## src/rtl/ps2_pkg.sv

```systemverilog
// Shared constants, state encoding and small helpers for the PS2 keyboard
// command sequencer.
package ps2_pkg;

  localparam logic [7:0] CMD_RESET    = 8'hFF;
  localparam logic [7:0] CMD_LEDS     = 8'hED;

  localparam logic [7:0] RSP_ACK      = 8'hFA;
  localparam logic [7:0] RSP_RESEND   = 8'hFE;
  localparam logic [7:0] RSP_BAT_OK   = 8'hAA;
  localparam logic [7:0] RSP_BAT_FAIL = 8'hFC;

  typedef enum logic [3:0] {
    RST_TX,
    RST_ACK,
    RST_BAT,
    IDLE,
    LED_TX,
    LED_ACK,
    ARG_TX,
    ARG_ACK,
    FAIL
  } state_t;

  function automatic logic is_response(input logic [7:0] b);
    return (b == RSP_ACK) || (b == RSP_RESEND) || (b == RSP_BAT_OK) || (b == RSP_BAT_FAIL);
  endfunction

  function automatic state_t tx_to_ack(input state_t s);
    case (s)
      RST_TX:  return RST_ACK;
      LED_TX:  return LED_ACK;
      default: return ARG_ACK;
    endcase
  endfunction

  function automatic state_t ack_to_tx(input state_t s);
    case (s)
      RST_ACK: return RST_TX;
      LED_ACK: return LED_TX;
      default: return ARG_TX;
    endcase
  endfunction

endpackage

```

## src/rtl/ps2_cmd_timer.sv

```systemverilog
// Response timeout counter: runs while enabled, held at zero otherwise,
// and flags expiry on the cycle it reaches TIMEOUT_CYC-1.
module ps2_cmd_timer #(
  parameter int TIMEOUT_CYC = 4_800_000
) (
  input  logic clk,
  input  logic reset,
  input  logic clr_i,
  input  logic en_i,
  output logic expire_o
);

  localparam int CW = $clog2(TIMEOUT_CYC + 1);
  localparam logic [CW-1:0] LAST = CW'(TIMEOUT_CYC - 1);

  logic [CW-1:0] r_cnt;

  always_ff @(posedge clk) begin
    if (reset || clr_i || !en_i) begin
      r_cnt <= '0;
    end else if (r_cnt != LAST) begin
      r_cnt <= r_cnt + 1'b1;
    end
  end

  assign expire_o = en_i && (r_cnt == LAST);

endmodule

```

## src/rtl/ps2_kbd_ctrl.sv

```systemverilog
// PS2 keyboard command sequencer: reset/BAT bring-up, LED writes with
// resend/timeout retries, and filtering of command responses from scancodes.
module ps2_kbd_ctrl
  import ps2_pkg::*;
#(
  parameter int TIMEOUT_CYC = 4_800_000,
  parameter int MAX_RETRY   = 3
) (
  input  logic       clk,
  input  logic       reset,
  input  logic [7:0] rx_byte_i,
  input  logic       rx_valid_i,
  output logic [7:0] tx_byte_o,
  output logic       tx_valid_o,
  input  logic       tx_ready_i,
  input  logic [2:0] leds_i,
  input  logic       leds_update_i,
  input  logic       init_req_i,
  output logic [7:0] sc_byte_o,
  output logic       sc_valid_o,
  output logic       kbd_ok_o,
  output logic       busy_o,
  output logic       err_o
);

  localparam int RW = $clog2(MAX_RETRY + 2);

  state_t        r_state, w_state_next;
  logic [7:0]    r_tx_byte, w_tx_byte_next;
  logic          r_tx_valid, w_tx_valid_next;
  logic [7:0]    r_sc_byte, w_sc_byte_next;
  logic          r_sc_valid, w_sc_valid_next;
  logic          r_kbd_ok, w_kbd_ok_next;
  logic          r_err, w_err_next;
  logic [2:0]    r_led_shadow, w_led_shadow_next;
  logic          r_led_pending, w_led_pending_next;
  logic [RW-1:0] r_retry, w_retry_next;

  logic w_tmr_clr, w_tmr_en, w_expire;
  logic w_accept, w_rx_ack, w_nack, w_forward, w_led_start;

  ps2_cmd_timer #(.TIMEOUT_CYC(TIMEOUT_CYC)) u_timer (
    .clk      (clk),
    .reset    (reset),
    .clr_i    (w_tmr_clr),
    .en_i     (w_tmr_en),
    .expire_o (w_expire)
  );

  assign w_tmr_en = (r_state == RST_ACK) || (r_state == LED_ACK) || (r_state == ARG_ACK);
  assign w_accept = r_tx_valid && tx_ready_i;
  assign w_rx_ack = rx_valid_i && (rx_byte_i == RSP_ACK);
  // A resend byte and an expiry in the same cycle have the same effect.
  assign w_nack   = (rx_valid_i && (rx_byte_i == RSP_RESEND)) || w_expire;
  assign w_forward = rx_valid_i && (r_state != FAIL) &&
                     ((r_state == IDLE) ? (rx_byte_i != RSP_BAT_OK) : !is_response(rx_byte_i));

  always_comb begin
    w_state_next       = r_state;
    w_tx_byte_next     = r_tx_byte;
    w_tx_valid_next    = r_tx_valid;
    w_sc_byte_next     = r_sc_byte;
    w_sc_valid_next    = 1'b0;
    w_kbd_ok_next      = r_kbd_ok;
    w_err_next         = r_err;
    w_led_shadow_next  = r_led_shadow;
    w_led_pending_next = r_led_pending;
    w_retry_next       = r_retry;
    w_tmr_clr          = 1'b0;
    w_led_start        = 1'b0;

    if (init_req_i) begin
      w_state_next    = RST_TX;
      w_tx_valid_next = 1'b0;
      w_retry_next    = '0;
      w_tmr_clr       = 1'b1;
      w_err_next      = 1'b0;
      w_kbd_ok_next   = 1'b0;
    end else begin
      if (w_forward) begin
        w_sc_valid_next = 1'b1;
        w_sc_byte_next  = rx_byte_i;
      end

      case (r_state)
        RST_TX, LED_TX, ARG_TX: begin
          if (w_accept) begin
            w_tx_valid_next = 1'b0;
            w_tmr_clr       = 1'b1;
            w_state_next    = tx_to_ack(r_state);
          end else if (!r_tx_valid) begin
            // Byte is latched once so it stays stable while the port stalls.
            w_tx_valid_next = 1'b1;
            case (r_state)
              RST_TX:  w_tx_byte_next = CMD_RESET;
              LED_TX:  w_tx_byte_next = CMD_LEDS;
              default: w_tx_byte_next = {5'b0, r_led_shadow};
            endcase
          end
        end

        RST_ACK, LED_ACK, ARG_ACK: begin
          if (w_rx_ack) begin
            w_retry_next = '0;
            case (r_state)
              RST_ACK: w_state_next = RST_BAT;
              LED_ACK: w_state_next = ARG_TX;
              default: w_state_next = IDLE;
            endcase
          end else if (w_nack) begin
            if (r_retry >= RW'(MAX_RETRY)) begin
              w_state_next  = FAIL;
              w_err_next    = 1'b1;
              w_kbd_ok_next = 1'b0;
            end else begin
              w_retry_next = r_retry + 1'b1;
              w_state_next = ack_to_tx(r_state);
            end
          end
        end

        RST_BAT: begin
          if (rx_valid_i && (rx_byte_i == RSP_BAT_OK)) begin
            w_kbd_ok_next = 1'b1;
            if (r_led_shadow != 3'b000) begin
              w_state_next = LED_TX;
              w_led_start  = 1'b1;
            end else begin
              w_state_next = IDLE;
            end
          end else if (rx_valid_i && (rx_byte_i == RSP_BAT_FAIL)) begin
            w_state_next  = FAIL;
            w_err_next    = 1'b1;
            w_kbd_ok_next = 1'b0;
          end
        end

        IDLE: begin
          // 0xAA here means the keyboard was re-plugged and lost its LED state.
          if ((rx_valid_i && (rx_byte_i == RSP_BAT_OK)) || r_led_pending) begin
            w_state_next = LED_TX;
            w_led_start  = 1'b1;
          end
        end

        FAIL: ;

        default: w_state_next = RST_TX;
      endcase

      if (leds_update_i) begin
        w_led_shadow_next  = leds_i;
        w_led_pending_next = 1'b1;
      end else if (w_led_start) begin
        w_led_pending_next = 1'b0;
      end
    end
  end

  always_ff @(posedge clk) begin
    if (reset) begin
      r_state       <= RST_TX;
      r_tx_byte     <= 8'h00;
      r_tx_valid    <= 1'b0;
      r_sc_byte     <= 8'h00;
      r_sc_valid    <= 1'b0;
      r_kbd_ok      <= 1'b0;
      r_err         <= 1'b0;
      r_led_shadow  <= 3'b000;
      r_led_pending <= 1'b0;
      r_retry       <= '0;
    end else begin
      r_state       <= w_state_next;
      r_tx_byte     <= w_tx_byte_next;
      r_tx_valid    <= w_tx_valid_next;
      r_sc_byte     <= w_sc_byte_next;
      r_sc_valid    <= w_sc_valid_next;
      r_kbd_ok      <= w_kbd_ok_next;
      r_err         <= w_err_next;
      r_led_shadow  <= w_led_shadow_next;
      r_led_pending <= w_led_pending_next;
      r_retry       <= w_retry_next;
    end
  end

  assign tx_byte_o  = r_tx_byte;
  assign tx_valid_o = r_tx_valid;
  assign sc_byte_o  = r_sc_byte;
  assign sc_valid_o = r_sc_valid;
  assign kbd_ok_o   = r_kbd_ok;
  assign err_o      = r_err;
  assign busy_o     = (r_state != IDLE) && (r_state != FAIL);

endmodule

```

## config.mk

```make
export PLATFORM = sky130hd
export DESIGN_NAME = ps2_kbd_ctrl
export DESIGN_NICKNAME = d
export VERILOG_FILES = /design/src/rtl/ps2_pkg.sv /design/src/rtl/ps2_cmd_timer.sv /design/src/rtl/ps2_kbd_ctrl.sv
export SDC_FILE = /design/constraint.sdc
export NUM_CORES = 1
export LEC_CHECK = 0
export ABC_AREA = 1
export CAP_MARGIN = 0
export CORE_MARGIN = 2
export CORE_UTILIZATION = 25
export CTS_CLUSTER_SIZE = 24
export DETAILED_ROUTE_END_ITERATION = 8
export MAX_ROUTING_LAYER = met4
export SYNTH_ARGS = -nofsm -noshare
export SYNTH_HDL_FRONTEND = slang
export SYNTH_HIERARCHICAL = 1
export SYNTH_SLANG_ARGS = --single-unit
export TNS_END_PERCENT = 1
```

## constraint.sdc

```tcl
create_clock -name clk -period 2.7 [get_ports clk]
set_clock_uncertainty 0.05 [all_clocks]
set_input_delay 0.81 -clock clk [delete_from_list [all_inputs] [get_ports clk]]
set_output_delay 0.81 -clock clk [all_outputs]
set_load 0.03 [all_outputs]
```

==> Word level (Yosys, flattened, before mapping) <==
Index checks and enable logic that the tools add are counted.
{ "op_classes": {"add_sub_neg": 2, "order_cmp": 1, "eq_ne": 27, "mux": 41, "bitwise": 4, "reduce_logical": 36} }
{ "op_table": {"columns": ["cell", "n"], "rows": [
  ["== test 8 bit, second input constant", 4],
  ["2-to-1 mux 4 bit", 7],
  ["adder 23 x 1 -> 23 bit, second input constant", 1],
  ["== test 23 bit, second input constant", 1],
  ["!= test 23 bit, second input constant", 1],
  ["2-to-1 mux 1 bit", 22],
  ["case mux 4 bit (5 select lines)", 1],
  ["case mux 3 bit (2 select lines)", 3],
  ["== test 4 x 3 -> 1 bit, second input constant", 4],
  ["case mux 8 bit (2 select lines)", 1],
  ["!= test 2 bit, second input constant", 7],
  ["2-to-1 mux 3 bit", 4],
  ["AND reduction 5 bit", 2],
  ["logical AND 1 bit", 9],
  ["logical OR 1 bit", 9],
  ["== test 4 x 2 -> 1 bit, second input constant", 2],
  ["!= test 8 bit, second input constant", 1],
  ["!= test 3 bit, second input constant", 2],
  ["case mux 1 bit (2 select lines)", 3],
  ["AND reduction 2 bit", 3],
  ["AND reduction 6 bit", 1],
  ["nonzero test 2 bit", 3],
  ["OR reduction 3 bit", 2],
  ["== test 4 x 1 -> 1 bit, second input constant", 1],
  ["other kinds (13)", 17]
]} }
{ "totals": {"register_bits": 54, "input_bits": 17, "elab_cells": 122} }

==> Logic depth before layout (Yosys ltp) <==
{ "logic_depth": {"word_depth": 8, "depth_mapped": 12, "ltp_nobuf": 12} }

==> Cells and area by module <==
The synthesis kept the hierarchy.
{ "by_module_without_submodules": {"columns": ["module", "n_inst", "cells_each", "area_per_inst_um2", "seq_area_each_um2"], "rows": [
  ["ps2_kbd_ctrl", 1, 235, 1592.8, 560.5],
  ["ps2_cmd_timer", 1, 217, 1321.3, 460.4]
]} }

==> Worst setup path before layout <==
Ideal clock, no wire load.
{ "synth_path": {"kind": "reg2out", "startpoint": "register r_state[1]", "endpoint": "output port busy_o", "arrival_ns": 1.027, "t_required_ns": 1.840, "slack_ns": 0.813, "stages_incl_launch_ff": 5, "path_cell_list": "dfxtp_1 nor2_1 nand3_1 inv_1 nor2_1"} }
{ "synth_between": {"elab_chain_cells": 2, "word_cells_on_any_way": 3, "classes_between": "eq/ne (2); reduce/logical (1)"} }
{ "synth_lines": {"columns": ["element", "line_no", "rtl"], "rows": [
  ["from (decl)", "ps2_kbd_ctrl.sv:28", "state_t r_state, w_state_next;"],
  ["from (signal assigned)", "ps2_kbd_ctrl.sv:173", "r_state <= w_state_next;"],
  ["!= test 4 x 2 -> 1 bit / != test 4 bit (equally long branches)", "ps2_kbd_ctrl.sv:192", "assign busy_o = (r_state != IDLE) && (r_state != FAIL);"],
  ["logical AND 1 bit (*)", "ps2_kbd_ctrl.sv:192", null],
  ["to (decl)", "ps2_kbd_ctrl.sv:22", "output logic busy_o,"]
]} }
Mark *: on every way between the ends. The rest lies on a longest branch, timed or not.

==> Worst setup path in the final report <==
Ends and elaborated chain as after synthesis.

==> flow_metrics.py <==
metrics = {
    "run_status": {
        "outcome": "finished clean",
    },
    "synthesis": {
        "synth_edf_count": 0,
        "netlist_instances": 452,
        "synth_seq_cells": 51,
        "synth.avg_cell_area_um2": 6.45,
        "synth-async-reset-ratio_pct": 0,
        "syn_area_um2": 2910,
        "yosysUniqueCellTypes": 35,
        "yosysSeqAreaShare_pct": 35.0,
        "syn_nets": 472,
        "ys_warn_count": 6,
        "synthFlopType": "dfxtp_1",
    },
    "die": {
        "die_y_um": 112,
        "die_w_um": 112,
        "start_util_pct": 25.5,
        "core-area_um2": 11400,
        "dieArea_um2": 12500,
        "row_count": 39,
        "ios": 38,
    },
    "timing": {
        "setup_viol": 0,
        "setup_tns_ns": 0,
        "hold_violations": 0,
        "fmax_ghz": 0.404,
        "fin_crit_ns": 2.48,
        "rsz0062_at_grt": "no",
        "drv_slew": 0,
        "final.period_utilization_pct": 91.8,
        "worst_slew_pin_slew_ns": 0.417,
        "slew_headroom_pct": 72.1,
    },
    "routing": {
        "drt-wirelength-per-cell_um": 11.3,
        "drt_pass1_iterations": 4,
        "vias": 2843,
        "post_drt_via_cell_ratio": 4.47,
        "antenna_left": 0,
        "drt_iter0_drc": 160,
        "wl_mm": 7.20,
        "drc_errors": 0,
    },
    "setup_path": {
        "cp_max_fo": 6,
        "criticalPathCategory": "register to primary output",
        "critPathRequiredTime_ns": 1.84,
        "critPathLaunchType": "register",
        "endpoint_kind": "primary output",
        "arrival_ns": 1.62,
        "r2r_start": "u_timer/r_cnt[0]",
        "worstSetupStartpoint": "r_state[1]",
    },
    "global_routing": {
        "grt_pass1_vias": 2683,
        "grt_pass1_wl_mm": 12.3,
        "grt_max_degree": 18,
        "grt_usage_pct": 12.2,
        "antenna_found_initial": 0,
        "grt_overflow": 0,
    },
    "layout": {
        "postLayoutCoreUtil_pct": 31.6,
        "n_fill_cell": 1292,
        "diodes": 0,
        "seq_area_um2": 1020,
        "layout_commonest_cell": "nand2_1",
        "drive_above_1_share_pct": 9.33,
        "multi_input_area_um2": 1580,
        "final_cell_mix": "nand2_1 (102), nor2_1 (78), inv_1 (63)",
        "syn_to_final_growth_pct": 24.0,
        "stdcell_count": 636,
        "final_nets": 512,
    },
    "pwr": {
        "ir_worst_vdd_v": 0.000335,
        "p_total_mw": 2.68,
        "leakage_nw": 1.35,
        "powerDensity_nw_per_um2": 742,
    },
    "hold_path": {
        "min_from": "sc_byte_o[4]",
        "hold_class": "register to register",
    },
    "placement": {
        "io_buffers": 37,
        "hpwl_mm": 5.74,
        "place.gp.congestion": 0.948,
        "dp.cells": 628,
    },
    "clock_tree": {
        "cts_sinks": 51,
        "cts-htree-levels": 2,
        "cts_setup_buffers": 0,
        "cts_root_buf": "clkbuf_16",
        "cts-hold-fix-buffers": 0,
        "cts_buffer_depth": 2,
        "numCtsBuffers": 5,
        "cts_tree": "done",
        "cts.reportedPaths.clkPinSlew_ns": 0.07,
        "insertion_delay_ns": 0.29,
    },
    "job": {
        "cap_violations": 0,
    },
}
-- sequential cells by signal, summed over array words and instances, names as in the netlist --
register       cells
err_o              1
kbd_ok_o           1
r_led_pending      1
r_led_shadow       3
r_retry            3
r_state            4
sc_byte_o          8
sc_valid_o         1
tx_byte_o          5
tx_valid_o         1
u_timer/r_cnt     23
-- metal layers --
layer	global-route usage, %	vias up	share of wire (%)
met1	15.2	1267	49
met3	2.18	8	3.5
li1	-	1510	-
met4	3.25	0	1.0
met2	20.5	58	47
met5	-	-	0
-- report_power, final --
group / total, mW / switching, mW / internal, mW / leakage (nW)
Clock: 0.750 / 0.289 / 0.462 / 0.0868
Sequential: 0.912 / 0.0764 / 0.836 / 0.415
Combinational: 1.02 / 0.637 / 0.380 / 0.846
-- critical path, cell delays in order (launching register included) --
cell and delay, ns:
dfxtp_1 0.46, nor2_1 0.11, nand3_1 0.12, inv_1 0.11, nor2_1 0.11, dlygate4sd2_1 0.42
-- cells by family after synthesis --
family,Yosys count,share of synthesized area [%]
buf+inv,78,10.7
fa+ha+maj,3,1.29
compound gates,70,13.4
xor+xnor,5,1.50
simple gates,245,38.0
flops,51,35.0
-- cells in the mapped netlist (2+ instances only) --
| cell | count | area share (%) |
|---|---|---|
| a21oi_2 | 5 | 1.5 |
| nand3_2 | 3 | 1.0 |
| o21ai_0 | 26 | 4.5 |
| nand2_2 | 6 | 1.3 |
| clkbuf_1 | 2 | 0.26 |
| xor2_1 | 2 | 0.60 |
| inv_2 | 6 | 0.77 |
| ha_1 | 3 | 1.3 |
| a21oi_1 | 33 | 5.7 |
| nand3_1 | 26 | 4.5 |
| nor2_2 | 4 | 0.86 |
| buf_4 | 3 | 0.77 |
| xnor2_1 | 3 | 0.90 |
| dfxtp_1 | 51 | 35 |
| nor2_1 | 78 | 10 |
| nand2_1 | 102 | 13 |
| nor2_4 | 5 | 1.9 |
| clkinv_1 | 2 | 0.26 |
| nor3_1 | 7 | 1.2 |
| nand4_1 | 8 | 1.7 |
| inv_1 | 63 | 8.1 |
-- worst paths after layout --
kind / end / slack (ns) / cells past startpoint
min: sc_byte_o[4] / 0.40 / 2
max reg2reg: err_o / 0.49 / 11
max: busy_o / 0.22 / 5
min reg2reg: sc_byte_o[4] / 0.40 / 2
-- repair_timing --
item / in CTS / in global routing
endpoints found under the setup margin: 1 / 0
endpoints found under the hold margin: 0 / 0
resized for setup: 1 / 0
-- cell type report --
type,instances,share of cell area (%)
sequential,51,28.3
timing repair buffer,40,10.8
clock buffer,6,3.84
multi-input combinational,323,43.7
tap,143,4.95
clock inverter,2,0.970
inverter,71,7.38
-- per-stage QoR --
stage | setup WS, ns | hold slack [ns] | cell area, um2
6_report | 0.222 | 0.396 | 3610
5_1_grt | 0.166 | 0.420 | 3610
4_1_cts | 0.233 | 0.399 | 3610
3_5_place_dp | 0.122 | 0.389 | 3440
3_3_place_gp | 0.124 | 0.384 | 3440
2_1_floorplan | 0.813 | 0.383 | 2910
Power figures use the tool's default switching activity.
